<file path="src/rtl/instruction_fetch_pkg.sv">
// Definitions shared by the fetch stage, the program counter and the phase sequencer:
// processor phase codes and the default bus widths.
package instruction_fetch_pkg;

  localparam int ADDR_W_DEF = 16;
  localparam int DATA_W_DEF = 16;

  localparam logic [2:0] PHASE_FETCH     = 3'b000;
  localparam logic [2:0] PHASE_DECODE    = 3'b001;
  localparam logic [2:0] PHASE_EXECUTE   = 3'b010;
  localparam logic [2:0] PHASE_MEMORY    = 3'b011;
  localparam logic [2:0] PHASE_WRITEBACK = 3'b100;

endpackage

</file>
<file path="src/rtl/instruction_fetch_if.sv">
// Instruction memory read port: registered req/addr from the fetch stage,
// single-cycle ack with read data from the memory.
interface instruction_fetch_if
  import instruction_fetch_pkg::*;
#(
  parameter int ADDR_W = ADDR_W_DEF,
  parameter int DATA_W = DATA_W_DEF
);
  logic              mem_req;
  logic [ADDR_W-1:0] mem_addr;
  logic              mem_ack;
  logic [DATA_W-1:0] mem_rdata;

  modport master (output mem_req, output mem_addr, input mem_ack, input mem_rdata);
  modport slave  (input mem_req, input mem_addr, output mem_ack, output mem_rdata);
endinterface

</file>
<file path="src/rtl/instruction_fetch.sv">
// Fetch stage: reads the word at pc_in during the fetch phase, latches it into ir,
// stalls the phase sequencer until ir is valid, and flags a memory timeout.
//
//  state | meaning
//  IDLE  | no request outstanding; starts a fetch when phase is the fetch phase
//  WAIT  | mem_req high, waiting for mem_ack; watchdog counting
//  DONE  | ir valid for this fetch phase; returns to IDLE when the phase moves on
//  ERR   | memory timed out; fetch_err held until err_clr
module instruction_fetch
  import instruction_fetch_pkg::*;
#(
  parameter int         ADDR_W      = ADDR_W_DEF,
  parameter int         DATA_W      = DATA_W_DEF,
  parameter int         TIMEOUT     = 15,
  parameter logic [2:0] FETCH_PHASE = PHASE_FETCH
) (
  input  logic               clock,
  input  logic               rst,
  input  logic [2:0]         phase,
  input  logic [ADDR_W-1:0]  pc_in,
  input  logic               err_clr,
  instruction_fetch_if.master mem,
  output logic [DATA_W-1:0]  ir,
  output logic               ir_valid,
  output logic               fetch_stall,
  output logic               fetch_err
);

  localparam int CNT_W = $clog2(TIMEOUT + 1);
  localparam logic [CNT_W-1:0] CNT_LAST = CNT_W'(TIMEOUT - 1);

  typedef enum logic [1:0] {
    S_IDLE = 2'b00,
    S_WAIT = 2'b01,
    S_DONE = 2'b10,
    S_ERR  = 2'b11
  } state_t;

  state_t            state, state_nxt;
  logic [CNT_W-1:0]  cnt, cnt_nxt;
  logic              req_nxt;
  logic [ADDR_W-1:0] addr_nxt;
  logic [DATA_W-1:0] ir_nxt;
  logic              valid_nxt;
  logic              err_nxt;
  logic              in_fetch;

  assign in_fetch    = (phase == FETCH_PHASE);
  assign fetch_stall = in_fetch && (state != S_DONE);

  always_ff @(posedge clock or negedge rst) begin
    if (!rst) begin
      state        <= S_IDLE;
      cnt          <= '0;
      mem.mem_req  <= 1'b0;
      mem.mem_addr <= '0;
      ir           <= '0;
      ir_valid     <= 1'b0;
      fetch_err    <= 1'b0;
    end else begin
      state        <= state_nxt;
      cnt          <= cnt_nxt;
      mem.mem_req  <= req_nxt;
      mem.mem_addr <= addr_nxt;
      ir           <= ir_nxt;
      ir_valid     <= valid_nxt;
      fetch_err    <= err_nxt;
    end
  end

  always_comb begin
    state_nxt = state;
    cnt_nxt   = cnt;
    req_nxt   = mem.mem_req;
    addr_nxt  = mem.mem_addr;
    ir_nxt    = ir;
    valid_nxt = ir_valid;
    err_nxt   = fetch_err;
    case (state)
      S_IDLE: begin
        if (in_fetch) begin
          addr_nxt  = pc_in;
          req_nxt   = 1'b1;
          valid_nxt = 1'b0;
          cnt_nxt   = '0;
          state_nxt = S_WAIT;
        end
      end
      S_WAIT: begin
        // an ack on the last watchdog cycle still completes normally
        if (mem.mem_ack) begin
          ir_nxt    = mem.mem_rdata;
          valid_nxt = 1'b1;
          req_nxt   = 1'b0;
          state_nxt = S_DONE;
        end else begin
          cnt_nxt = cnt + CNT_W'(1);
          if (cnt == CNT_LAST) begin
            req_nxt   = 1'b0;
            err_nxt   = 1'b1;
            state_nxt = S_ERR;
          end
        end
      end
      S_DONE: begin
        if (!in_fetch) state_nxt = S_IDLE;
      end
      S_ERR: begin
        if (err_clr) begin
          err_nxt   = 1'b0;
          state_nxt = S_IDLE;
        end
      end
      default: state_nxt = S_IDLE;
    endcase
  end

endmodule

</file>
<file path="src/flat_wrapper.sv">
// flat-port wrapper written by rule: the top's interface ports become plain ports
module instruction_fetch_flat import instruction_fetch_pkg::*;
#(
  parameter int         ADDR_W      = ADDR_W_DEF,
  parameter int         DATA_W      = DATA_W_DEF,
  parameter int         TIMEOUT     = 15,
  parameter logic [2:0] FETCH_PHASE = PHASE_FETCH
)
  (clock, rst, phase, pc_in, err_clr, ir, ir_valid, fetch_stall, fetch_err, mem_mem_req, mem_mem_addr, mem_mem_ack, mem_mem_rdata);
  instruction_fetch_if #(.ADDR_W(ADDR_W), .DATA_W(DATA_W)) mem_i ();
  input  logic clock;
  input  logic rst;
  input  logic [2:0] phase;
  input  logic [ADDR_W-1:0] pc_in;
  input  logic err_clr;
  output logic [DATA_W-1:0] ir;
  output logic ir_valid;
  output logic fetch_stall;
  output logic fetch_err;
  output wire logic [$bits(mem_i.mem_req)-1:0] mem_mem_req;
  output wire logic [$bits(mem_i.mem_addr)-1:0] mem_mem_addr;
  input wire logic [$bits(mem_i.mem_ack)-1:0] mem_mem_ack;
  input wire logic [$bits(mem_i.mem_rdata)-1:0] mem_mem_rdata;
  assign mem_mem_req = mem_i.mem_req;
  assign mem_mem_addr = mem_i.mem_addr;
  assign mem_i.mem_ack = mem_mem_ack;
  assign mem_i.mem_rdata = mem_mem_rdata;
  instruction_fetch #(.ADDR_W(ADDR_W), .DATA_W(DATA_W), .TIMEOUT(TIMEOUT), .FETCH_PHASE(FETCH_PHASE)) u_core (.clock(clock), .rst(rst), .phase(phase), .pc_in(pc_in), .err_clr(err_clr), .mem(mem_i), .ir(ir), .ir_valid(ir_valid), .fetch_stall(fetch_stall), .fetch_err(fetch_err));
endmodule
</file>
<file path="config.mk">
export PLATFORM = sky130hd
export DESIGN_NAME = instruction_fetch_flat
export DESIGN_NICKNAME = d
export VERILOG_FILES = /design/src/rtl/instruction_fetch_pkg.sv /design/src/rtl/instruction_fetch_if.sv /design/src/rtl/instruction_fetch.sv /design/src/flat_wrapper.sv
export SDC_FILE = /design/constraint.sdc
export NUM_CORES = 1
export LEC_CHECK = 0
export ABC_AREA = 0
export CORE_MARGIN = 2
export CORE_UTILIZATION = 42
export DETAILED_ROUTE_END_ITERATION = 8
export PLACE_DENSITY = 0.79
export REMOVE_ABC_BUFFERS = 1
export SYNTH_ARGS = -nofsm -noshare
export SYNTH_HDL_FRONTEND = slang
export SYNTH_SLANG_ARGS = --single-unit
</file>
<file path="constraint.sdc">
create_clock -name clock -period 3.5 [get_ports clock]
set_input_delay 0.35 -clock clock [delete_from_list [all_inputs] [get_ports clock]]
set_output_delay 0.35 -clock clock [all_outputs]
set_load 0.03 [all_outputs]
</file>
==> flow_summary_export.csv, run 1 <==
group,metric,value,unit
run_status,status,"completed",
global_route,gr-total-overflow,0,
finish,layout-drive-gt1-share,23.5,%
floorplanning,start_util,43.3,%
floorplanning,die_area,4620,µm²
detailed_routing,wl_per_cell,15.2,µm
detailed_routing,vias_per_cell,5.05,
timing,setup_viol,0,
finish,antenna_cells,0,
clock_network,cts.sinks,41,
global_route,grt_pass1_vias,1285,
synthesis,yosysUniqueCellTypes,23,
global_route,grt_max_degree,42,
setup_path,cp-endpoint,"fetch_stall",
clock_network,cts-root-buf,"clkbuf_8",
synthesis,ys_ff_latch,41,
timing,relSlewSlack,39.3,%
synthesis,yosysTopAreaCell,"dfrtp_1",
power_and_ir_drop,p_leak,1.11,nW
timing,fin_skew,6.91,ps
setup_path,crit_slowest_cell,"clkdlybuf4s50_1",
setup_path,r2r_end,"u_core.mem.mem_addr[5]",
synthesis,ys_seq_area_share,59.7,%
synthesis,synth_area_leaders,"dfrtp_1 (60%), mux2_2 (16%), mux2_4 (7.0%)",
detailed_routing,routed_wl,3740,µm
timing,period_needed,2380,ps
setup_path,cpLargestDelayFamily,"buffers and inverters",
detailed_routing,wl_met3,284,µm
detailed_routing,routed.top_layer,"met4",
synthesis,syn-cell-area,1720,µm²
synthesis,async_flop_share,100,%
place,hpwl,2810,µm
floorplanning,dieHeight,68.0,µm
detailed_routing,route.antenna.remaining_nets,0,
power_and_ir_drop,ir_drop,472,µV
finish,num-nets-final,236,
global_route,grt_pass1_wl,5900,µm
setup_path,crit_path_start,"phase[1]",
power_and_ir_drop,power_density,960,nW/µm²
setup_path,r2r_slack,1620,ps
clock_network,cts_buffer_depth,2,
setup_path,cp-end-kind,"primary output",
finish,fill_cells,297,
setup_path,cp_common_cell,"clkdlybuf4s50_1",
synthesis,synth-main-ff-cell,"dfrtp_1",
detailed_routing,first_iter_violations,68,
synthesis,ys_warn_count,0,
timing,max_freq,421,MHz
clock_network,worstSkewPairLatency,280,ps
setup_path,required,3150,ps
setup_path,criticalPathCategory,"in2out",
setup_path,reg2reg_depth,2,
worst_hold_path,hp-class,"in2async",
timing,tightest_slew,907,ps
floorplanning,top_level_ports,75,
floorplanning,core,3970,µm²
timing,report.final.slew_viol_count,0,
clock_network,post_cts_resized,0,
clock_network,cts_tree,"built",
setup_path,worst-path-buf-inv,2,
floorplanning,row_count,23,
detailed_routing,wirelength_met1,1450,µm
setup_path,crit-reg2reg-launch,"u_core.state[1]",
setup_path,cp.depth,4,
timing,fin_crit_sh,67.9,%
clock_network,ctsHoldBuffers,0,
synthesis,syn_avg_cell_area,14.7,µm²
detailed_routing,post-route-drc-count,0,
timing,finalSetupTns,0,ps
place,io_buffers,74,
floorplanning,die_x,68.0,µm
global_route,grt_use_total,17.4,%
setup_path,slowest_delay,690,ps
timing,hold_viol_final,0,
setup_path,cp-start-kind,"primary input",
setup_path,crit_chain,"clkdlybuf4s50_1, or3_4, a21oi_1, clkdlybuf4s50_1",
detailed_routing,vias,1242,
clock_network,cts_setup_buffers,0,
clock_network,h-tree-depth,2,
clock_network,clk_pin_slew_worst_paths,80,ps
finish,area_delta_synth_final,52.0,%
clock_network,cts_buffers,5,
synthesis,synth_most_common_cell,"dfrtp_1",
synthesis,yosys-top-cells-count,"dfrtp_1 (41), mux2_2 (24), mux2_4 (8), a21oi_1 (5)",
timing,rsz0062_at_grt,"no",
setup_path,crit_arrival,2030,ps
setup_path,critPathMaxFanout,3,
detailed_routing,drt_pass1_iterations,6,
detailed_routing,wl_met2,1960,µm
synthesis,yosysTopAreaCellShare,59.7,%
synthesis,synthCells,117,
global_route,antenna_found_initial,0,
flow_run,cap_viol_max_count,0,
place,globalplace.congestion,0.809,
synthesis,synth_edf_count,0,
finish,fin_util,65.8,%
-- cell type report --
cell class | instances | area [µm²] | share of cell area, %
inverter | 3 | 11.3 | 0.431
multi-input combinational | 69 | 648 | 24.8
tap | 50 | 62.6 | 2.40
sequential | 41 | 1030 | 39.3
clock inverter | 2 | 37.5 | 1.44
clock buffer | 6 | 82.6 | 3.16
timing repair buffer | 75 | 743 | 28.5
-- worst min-delay path by stage --
stage                                  start  slack, ps  cells after the start                  to
after floorplan                          rst         50                      0       u_core.cnt[0]
after global placement          u_core.ir[7]        490                      1        u_core.ir[7]
after detailed placement  u_core.mem.mem_req        480                      1  u_core.mem.mem_req
after CTS                                rst        210                      1        u_core.ir[7]
after global routing                     rst        250                      1        u_core.ir[2]
final                                    rst        180                      1        u_core.ir[1]
-- layer usage --
metal / GRT usage, % / vias to the layer above
met5: 0 / -
met4: 6.25 / 0
met3: 6.09 / 6
met2: 29.7 / 56
met1: 20.2 / 608
li1: - / 572
-- report_power, final --
part	switching, mW	total, mW	internal (mW)
logic	0.646	1.26	0.614
clock network	0.158	0.390	0.232
registers	0.157	0.858	0.701
total	0.960	2.51	1.55
-- metrics by stage --
step	cell area, µm²	total power, mW	hold WS [ps]	setup slack, ps	cells
after global routing	2610	2.65	250	1030	246
after global placement	2490	2.09	485	1070	238
final	2610	2.51	182	1120	246
after floorplan	1690	1.58	54.4	1650	113
after CTS	2610	2.54	214	1120	246
after detailed placement	2490	2.13	485	1000	238
-- sequential cells by signal, indices dropped and copies added (netlist names) --
| name | flops |
|---|---|
| u_core.ir | 16 |
| u_core.mem.mem_addr | 16 |
| u_core.cnt | 4 |
| u_core.state | 2 |
| u_core.fetch_err | 1 |
| u_core.ir_valid | 1 |
| u_core.mem.mem_req | 1 |
-- worst register-to-register path: cells and delay by family, from the launching register on --
| family | cells | cell delay [ps] |
|---|---|---|
| flops | 1 | 520 |
| mux | 1 | 430 |
| simple gates | 1 | 810 |
-- cell families after synthesis --
kind of cell	synth area share (%)
AOI/OAI and AO/OA	6.19
adders and majority gates	1.46
buffers and inverters	2.55
DFF	59.7
muxes	23.9
and+or+nand+nor	6.19
-- placed cells by master, fill, tap and decap left out, types with 3 or more instances in the layout --
master	n
mux2_4	8
o21ai_0	4
dfrtp_1	41
nand2_1	4
mux2_2	24
inv_1	3
nor2b_1	4
a21oi_1	5
clkbuf_8	6
o2bb2ai_1	4
clkdlybuf4s50_1	73
Note: power is estimated with default switching activity, not from simulation.
==> run 2: changes to the inputs <==
Settings changed: CORE_UTILIZATION 42 to 37, PLACE_DENSITY 0.79 to 0.74.
Clock period 3.5 ns to 1.9 ns, I/O delays scaled along.
==> run 2 against run 1 <==
- cell area increased by 0.43%
- non-clock buffer count increased by 4
- cell count is 2.0% higher
- global-route usage decreased by 1.1 points
- register-to-register slack got worse by 1200 ps
- combinational power rose by 86%
- worst hold slack gained 310 ps
- sequential share of layout area decreased by 0.17 points
- first-iteration DRC count increased by 10%
- flip-flop and latch count stayed put
- setup slack lost 820 ps
- critical path type is now in2reg
- critical endpoint is now u_core.mem.mem_addr[5]
- largest power group unchanged
==> flow_summary_export.csv, run 2 (synthesis results as in run 1) <==
group,metric,value,unit
run_status,status,"completed",
global_route,grt_max_degree,42,
clock_network,cts_setup_buffers,0,
clock_network,cts_buffer_depth,2,
timing,rsz0062_at_grt,"no",
place,io_buffers,74,
floorplanning,die_x,72.1,µm
floorplanning,start_util,38.9,%
clock_network,cts_tree,"built",
place,hpwl,2840,µm
timing,relSlewSlack,65.8,%
detailed_routing,route.antenna.remaining_nets,0,
finish,layout-drive-gt1-share,24.1,%
detailed_routing,vias,1225,
global_route,gr-total-overflow,0,
power_and_ir_drop,ir_drop,868,µV
global_route,grt_use_total,16.3,%
floorplanning,dieHeight,72.1,µm
clock_network,cts_buffers,5,
clock_network,worstSkewPairLatency,280,ps
global_route,grt_pass1_wl,6520,µm
timing,fin_crit_sh,83.9,%
timing,tightest_slew,513,ps
setup_path,critPathMaxFanout,18,
finish,layout_commonest_cell,"clkdlybuf4s50_1",
detailed_routing,first_iter_violations,75,
finish,layout_common_cells,"clkdlybuf4s50_1 (72), dfrtp_1 (41), mux2_2 (24), mux2_4 (8), clkbuf_8 (6)",
timing,finalSetupTns,0,ps
clock_network,clk_pin_slew_worst_paths,70,ps
floorplanning,top_level_ports,75,
setup_path,cp-start-kind,"primary input",
clock_network,ctsHoldBuffers,1,
setup_path,crit_arrival,1760,ps
timing,report.final.slew_viol_count,0,
setup_path,criticalPathCategory,"in2reg",
finish,area_delta_synth_final,52.7,%
clock_network,h-tree-depth,2,
floorplanning,row_count,24,
flow_run,cap_viol_max_count,0,
timing,hold_viol_final,0,
finish,fill_cells,344,
setup_path,required,2070,ps
clock_network,post_cts_resized,0,
place,globalplace.congestion,0.814,
floorplanning,die_area,5200,µm²
power_and_ir_drop,power_density,1710,nW/µm²
timing,max_freq,627,MHz
detailed_routing,routed_wl,3850,µm
setup_path,cp-end-kind,"flip-flop",
setup_path,crit_slowest_cell,"clkdlybuf4s50_1",
finish,num-nets-final,240,
detailed_routing,wl_per_cell,15.3,µm
detailed_routing,post-route-drc-count,0,
detailed_routing,vias_per_cell,4.88,
global_route,antenna_found_initial,0,
finish,fin_util,59.4,%
global_route,grt_pass1_vias,1342,
clock_network,cts-root-buf,"clkbuf_8",
detailed_routing,drt_pass1_iterations,4,
setup_path,slowest_delay,430,ps
power_and_ir_drop,p_leak,1.12,nW
finish,largest_registers,"u_core.ir: 16 flops, u_core.mem.mem_addr: 16 flops, u_core.cnt: 4 flops",
worst_hold_path,hp-class,"in2async",
timing,setup_viol,0,
floorplanning,core,4410,µm²
clock_network,cts.sinks,41,
timing,period_needed,1590,ps
finish,antenna_cells,0,
timing,fin_skew,3.80,ps
setup_path,crit_chain,"clkdlybuf4s50_1, or3_4, nor3_4, buf_12, mux2_2",
==> run 2: metrics by stage <==
stage / total power [mW] / worst slack, ps / instances / hold slack, ps / cell area [µm²]
after floorplan: 2.91 / 213 / 113 / -106 / 1690
after global placement: 3.87 / 61.1 / 243 / 272 / 2530
after detailed placement: 3.96 / 13.9 / 243 / 286 / 2530
after CTS: 4.55 / 316 / 251 / 498 / 2620
after global routing: 4.76 / 277 / 251 / 497 / 2620
final: 4.49 / 305 / 251 / 492 / 2620
==> run 2: path summary, 6_finish.rpt <==
path	cells past startpoint	end	slack (ps)	from
worst max-delay path	5	u_core.mem.mem_addr[5]	310	phase[1]
worst min-delay path	3	u_core.state[1]	490	rst
worst max register to register	4	u_core.ir[14]	380	u_core.state[1]
worst min register to register	1	u_core.ir[9]	510	u_core.ir[9]
max in group asynchronous	3	u_core.ir[4]	1050	rst
min in group clock	1	u_core.ir[9]	510	u_core.ir[9]
==> run 2: critical path, delay by kind of cell <==
| family | cells | cell delay, ps |
|---|---|---|
| buf+inv | 2 | 620 |
| simple gates | 2 | 590 |
| mux | 1 | 350 |
==> run 2: routing by layer <==
layer | vias up | global-route usage [%] | share of wire [%]
met5 | - | 0 | 0
met1 | 585 | 19.9 | 41
met3 | 2 | 8.19 | 12
met2 | 63 | 25.7 | 47
li1 | 575 | - | -
met4 | 0 | 3.98 | 0.31
==> run 2: power breakdown <==
| group | total (mW) | internal, mW | switching [mW] |
|---|---|---|---|
| registers | 1.58 | 1.29 | 0.290 |
| clock network | 0.571 | 0.288 | 0.282 |
| logic | 2.34 | 1.15 | 1.19 |
| total | 4.49 | 2.73 | 1.77 |
==> run 2: area by class of cell <==
class / instances / area [µm²] / area share [%]
well taps: 52 / 65.1 / 2.48
repair buffers: 79 / 786 / 30.0
clock buffers: 7 / 86.3 / 3.29
inverters: 3 / 11.3 / 0.429
flip-flops and latches: 41 / 1030 / 39.1
multi-input cells: 69 / 648 / 24.7
